$ cat src/rtl/game_flow_ctrl.sv
// Round sequencer: owns the round timer and coin count, and decides when
// the win/loss overlay is shown, how it blinks, and when a restart is accepted.
module game_flow_ctrl #(
    parameter int NUM_COINS   = 8,
    parameter int TIME_TICKS  = 1000,
    parameter int HOLD_TICKS  = 250,
    parameter int BLINK_TICKS = 125
) (
    input  logic       clk,
    input  logic       rst,
    input  logic       tick,
    input  logic       start,
    input  logic       coin_hit,
    output logic [3:0] coins_left,
    output logic [9:0] time_remaining,
    output logic       play_en,
    output logic       msg_valid,
    output logic       msg_sel,
    output logic       msg_on,
    output logic [1:0] state
);

    localparam int HOLD_W  = (HOLD_TICKS < 2) ? 1 : $clog2(HOLD_TICKS + 1);
    localparam int BLINK_W = (BLINK_TICKS < 2) ? 1 : $clog2(BLINK_TICKS);

    localparam logic [3:0]         COINS_INIT = 4'(NUM_COINS);
    localparam logic [9:0]         TIME_INIT  = 10'(TIME_TICKS);
    localparam logic [HOLD_W-1:0]  HOLD_MAX   = HOLD_W'(HOLD_TICKS);
    localparam logic [BLINK_W-1:0] BLINK_LAST = BLINK_W'(BLINK_TICKS - 1);

    typedef enum logic [1:0] {
        IDLE = 2'd0,
        PLAY = 2'd1,
        WIN  = 2'd2,
        LOSE = 2'd3
    } state_t;

    state_t             state_q, state_d;
    logic [3:0]         coins_q, coins_d;
    logic [9:0]         time_q, time_d;
    logic               play_en_q, play_en_d;
    logic               msg_valid_q, msg_valid_d;
    logic               msg_sel_q, msg_sel_d;
    logic               msg_on_q, msg_on_d;
    logic [HOLD_W-1:0]  hold_q, hold_d;
    logic [BLINK_W-1:0] blink_q, blink_d;
    logic               start_q, start_d;

    logic               start_rise;
    logic [3:0]         coins_nxt;
    logic [9:0]         time_nxt;

    assign start_rise = start & ~start_q;

    always_comb begin
        state_d     = state_q;
        coins_d     = coins_q;
        time_d      = time_q;
        play_en_d   = play_en_q;
        msg_valid_d = msg_valid_q;
        msg_sel_d   = msg_sel_q;
        msg_on_d    = msg_on_q;
        hold_d      = hold_q;
        blink_d     = blink_q;
        start_d     = start;
        coins_nxt   = coins_q;
        time_nxt    = time_q;

        case (state_q)
            IDLE: begin
                if (start_rise) begin
                    state_d   = PLAY;
                    coins_d   = COINS_INIT;
                    time_d    = TIME_INIT;
                    play_en_d = 1'b1;
                end
            end

            PLAY: begin
                // Both decrements apply in the same clk; exit is decided on post-update values.
                if (coin_hit && coins_q != 4'd0) coins_nxt = coins_q - 4'd1;
                if (tick && time_q != 10'd0)     time_nxt  = time_q - 10'd1;
                coins_d = coins_nxt;
                time_d  = time_nxt;
                if (coins_nxt == 4'd0 || time_nxt == 10'd0) begin
                    state_d     = (coins_nxt == 4'd0) ? WIN : LOSE;
                    msg_sel_d   = (coins_nxt != 4'd0);
                    play_en_d   = 1'b0;
                    msg_valid_d = 1'b1;
                    msg_on_d    = 1'b1;
                    hold_d      = '0;
                    blink_d     = '0;
                end
            end

            default: begin
                if (tick) begin
                    if (hold_q != HOLD_MAX) hold_d = hold_q + HOLD_W'(1);
                    if (blink_q == BLINK_LAST) begin
                        blink_d  = '0;
                        msg_on_d = ~msg_on_q;
                    end else begin
                        blink_d = blink_q + BLINK_W'(1);
                    end
                end
                // Restart only after the minimum hold; msg_sel keeps the last result.
                if (start_rise && hold_q == HOLD_MAX) begin
                    state_d     = PLAY;
                    coins_d     = COINS_INIT;
                    time_d      = TIME_INIT;
                    play_en_d   = 1'b1;
                    msg_valid_d = 1'b0;
                    msg_on_d    = 1'b0;
                end
            end
        endcase
    end

    always_ff @(posedge clk or posedge rst) begin
        if (rst) begin
            state_q     <= IDLE;
            coins_q     <= COINS_INIT;
            time_q      <= TIME_INIT;
            play_en_q   <= 1'b0;
            msg_valid_q <= 1'b0;
            msg_sel_q   <= 1'b0;
            msg_on_q    <= 1'b0;
            hold_q      <= '0;
            blink_q     <= '0;
            // A button held through reset must not look like a fresh press.
            start_q     <= 1'b1;
        end else begin
            state_q     <= state_d;
            coins_q     <= coins_d;
            time_q      <= time_d;
            play_en_q   <= play_en_d;
            msg_valid_q <= msg_valid_d;
            msg_sel_q   <= msg_sel_d;
            msg_on_q    <= msg_on_d;
            hold_q      <= hold_d;
            blink_q     <= blink_d;
            start_q     <= start_d;
        end
    end

    assign coins_left     = coins_q;
    assign time_remaining = time_q;
    assign play_en        = play_en_q;
    assign msg_valid      = msg_valid_q;
    assign msg_sel        = msg_sel_q;
    assign msg_on         = msg_on_q;
    assign state          = state_q;

endmodule

$ cat config.mk
export PLATFORM = sky130hd
export DESIGN_NAME = game_flow_ctrl
export DESIGN_NICKNAME = d
export VERILOG_FILES = /design/src/rtl/game_flow_ctrl.sv
export SDC_FILE = /design/constraint.sdc
export NUM_CORES = 1
export LEC_CHECK = 0
export ABC_AREA = 1
export ABC_CLOCK_PERIOD_IN_PS = 2200
export CAP_MARGIN = 10
export CORE_MARGIN = 5
export CORE_UTILIZATION = 35
export DETAILED_ROUTE_END_ITERATION = 6
export PLACE_DENSITY = 0.65
export SYNTH_ARGS = -nofsm -noshare
export SYNTH_HDL_FRONTEND = slang
export SYNTH_SLANG_ARGS = --single-unit
$ cat constraint.sdc
create_clock -name clk -period 2.2 [get_ports clk]
set_input_delay 0.44 -clock clk [delete_from_list [all_inputs] [get_ports clk]]
set_output_delay 0.44 -clock clk [all_outputs]
set_load 0.02 [all_outputs]
==> metrics.yaml <==
synth_seq_cells: 36
start_util_pct: 35.8
gp_congestion: 0.866
layout.nets: 397
postCtsHoldBufs: 0
slowest_stage: "dfrtp_1"
max_freq_mhz: 458
grt_max_degree: 37
worstSetupPathType: "flip-flop to flip-flop"
syn_to_final_growth_pct: 31.5
drc: 0
crit_chain: "inv_2 > ha_4 > nand2_4 > o21ai_4 > mux2i_1 > nand2_1 > nor2_2 > nor2_2 > nand2_4 > nand3_4 > nand2_2 > nand2_1"
cts_made_buffers: 5
tightest_slew_ns: 0.480
cts_tree: "built"
die_x_um: 92.8
finalCritPeriodShare_pct: 99.3
timing.rr.end: "hold_q[7]$_DFFE_PP0P_"
setup_viol: 0
setup_tns_ns: 0
status: "finished, final reports clean"
antenna_found_initial: 0
max-cap-violations: 0
drt_iter0_drc: 110
ys_types: 31
vias: 2299
r2r_start: "coins_left[1]$_DFFE_PP0P_"
cp-startpoint: "coins_left[1]$_DFFE_PP0P_"
finalPower_w: 0.00450
min_path_type: "flip-flop to flip-flop"
ys_seq_area_share_pct: 37.9
finalCriticalPeriod_ns: 2.18
ant_nets: 0
power_frac_clock_pct: 10.8
utilization_pct: 47.0
drive_gt1_share_pct: 26.9
async_reset_ff_share_pct: 100
syn_nets: 340
htreeDepth: 2
dr.pass1.iters: 4
cts_buffer_depth: 2
leakage_nw: 1.54
fp-row-count: 30
cts_sinks: 36
synth_cells: 328
layout_common_cells: "nand2_1 (86), inv_1 (35), buf_4 (31), dfrtp_1 (28), nor2_1 (25)"
max-slew-margin-rel_pct: 68.0
clk_pin_slew_worst_paths_ns: 0.07
place_hpwl_mm: 4.15
end_kind: "flip-flop"
die_h_um: 92.8
power.internal_w: 0.00247
overflow: 0
rsz0062_at_grt: "yes"
cts-root-buf: "clkbuf_8"
wl_per_cell_um: 12.7
crit_path_end: "hold_q[7]$_DFFE_PP0P_"
powerDensity_mw_per_mm2: 1420
synth-edff-count: 0
ir_worst_vdd_v: 0.000533
drv_slew: 0
p_switching_w: 0.00203
worst_r2r_path_depth: 12
p_seq_share_pct: 29.8
crit_fanout: 8
first_global_vias: 2160
clkLatencyLatePin_ns: 0.29
comb_power_share_pct: 59.4
grt_usage_pct: 14.2
die-area_mm2: 0.00862
crit_required_ns: 2.37
holdWs_ns: 0.480
port_buffers: 24
final_common_cell: "nand2_1"
drt-total-wl_mm: 5.93
via_per_inst: 4.93
avgSynthCellArea_um2: 7.32
start_kind: "flip-flop"
io_pins: 25
grt_pass1_wl_mm: 10.1
swShare_pct: 45.1
critPathMaxStageDelay_ns: 0.41
clock_skew_ns: 0.00837
core_area_mm2: 0.00672
synth_ff_type: "dfrtp_1"
arrival_ns: 2.36
ys_warn_count: 0
r2r_slack_ns: 0.02
finalHoldViolCount: 0
syn_area_mm2: 0.00240
antennaDiodeCount: 0
critical path, delay by kind of cell, from the launching register on:
kind                     cells  cell delay (ns)
AND/OR/NAND/NOR              8             0.87
flip-flops                   1             0.41
AO/OA/AOI/OAI                1             0.26
multiplexers                 1             0.26
adder cells (fa/ha/maj)      1             0.16
buffers and inverters        1             0.11
how the worst min path moves through the flow:
stage | start | endpoint | slack, ns | cells past startpoint
3_3_place_gp | msg_valid$_DFFE_PP0P_ | msg_valid$_DFFE_PP0P_ | 0.46 | 2
6_report | msg_valid$_DFFE_PP0P_ | msg_valid$_DFFE_PP0P_ | 0.48 | 2
2_1_floorplan | start | start_q$_DFF_PP1_ | 0.44 | 0
3_5_place_dp | msg_valid$_DFFE_PP0P_ | msg_valid$_DFFE_PP0P_ | 0.47 | 2
5_1_grt | msg_valid$_DFFE_PP0P_ | msg_valid$_DFFE_PP0P_ | 0.54 | 2
4_1_cts | msg_valid$_DFFE_PP0P_ | msg_valid$_DFFE_PP0P_ | 0.49 | 2
routing by layer:
metal  vias to the layer above  track usage, %  wire length (um)  part of all wire, %
met2                        49            22.6              2860                   48
met4                         0            4.40                99                  1.7
met3                        10            3.01               278                  4.7
met5                         -               0                 0                    0
met1                      1077            19.4              2690                   45
li1                       1163               -                 -                    -
repair_timing:
action / in CTS / in global routing
setup endpoints to repair: 13 / 21
gates cloned: 0 / 0
gates resized for setup: 2 / 30
pin swaps: 0 / 12
setup buffers: 0 / 10
registers in the layout, indices dropped and copies added (netlist names):
register        flops
msg_on              1
msg_valid           1
coins_left          4
play_en             1
state               2
msg_sel             1
blink_q             7
start_q             1
hold_q              8
time_remaining     10
power by group through the flow:
stage	clock network (W)	logic (W)	registers, W
finish	0.000487	0.00267	0.00134
CTS	0.000502	0.00238	0.00134
detailed placement	0	0.00236	0.00134
global placement	0	0.00232	0.00133
floorplan	0	0.00130	0.00149
global route	0.000526	0.00296	0.00139
cells in the mapped netlist, drive strengths merged (5+ instances only):
cell | n | area, um2
nand2 | 105 | 437
inv | 44 | 165
nor2 | 36 | 170
dfrtp | 28 | 701
o21ai | 19 | 125
nand3 | 18 | 100
nand4 | 15 | 93.8
o22ai | 11 | 68.8
a21oi | 9 | 48.8
dfstp | 8 | 210
ha | 7 | 87.6
xor2 | 6 | 52.6
nor3 | 5 | 25.0
through the flow:
step / cells / worst slack [ns] / cell area (um2)
floorplan: 328 / 0.0300 / 2400
global placement: 448 / -0.0298 / 2870
detailed placement: 448 / -0.0590 / 2870
CTS: 456 / 0.00481 / 2980
global route: 466 / -0.106 / 3160
finish: 466 / 0.0159 / 3160
cells by family after synthesis:
group	Yosys count	synth area share, %
multiplexers	1	0.417
adder cells (fa/ha/maj)	7	3.65
buffers and inverters	53	9.01
XOR/XNOR	9	3.28
flip-flops	36	37.9
AND/OR/NAND/NOR	182	35.3
AO/OA/AOI/OAI	40	10.4
cell type report:
cell class	instances	area [um2]
Multi-Input combinational cell	239	1390
Tap cell	80	100
Inverter	46	173
Timing Repair Buffer	57	495
Fill cell	654	3560
Clock buffer	8	90.1
Sequential cell	36	911
No activity file was read; power rests on OpenSTA's default activity.
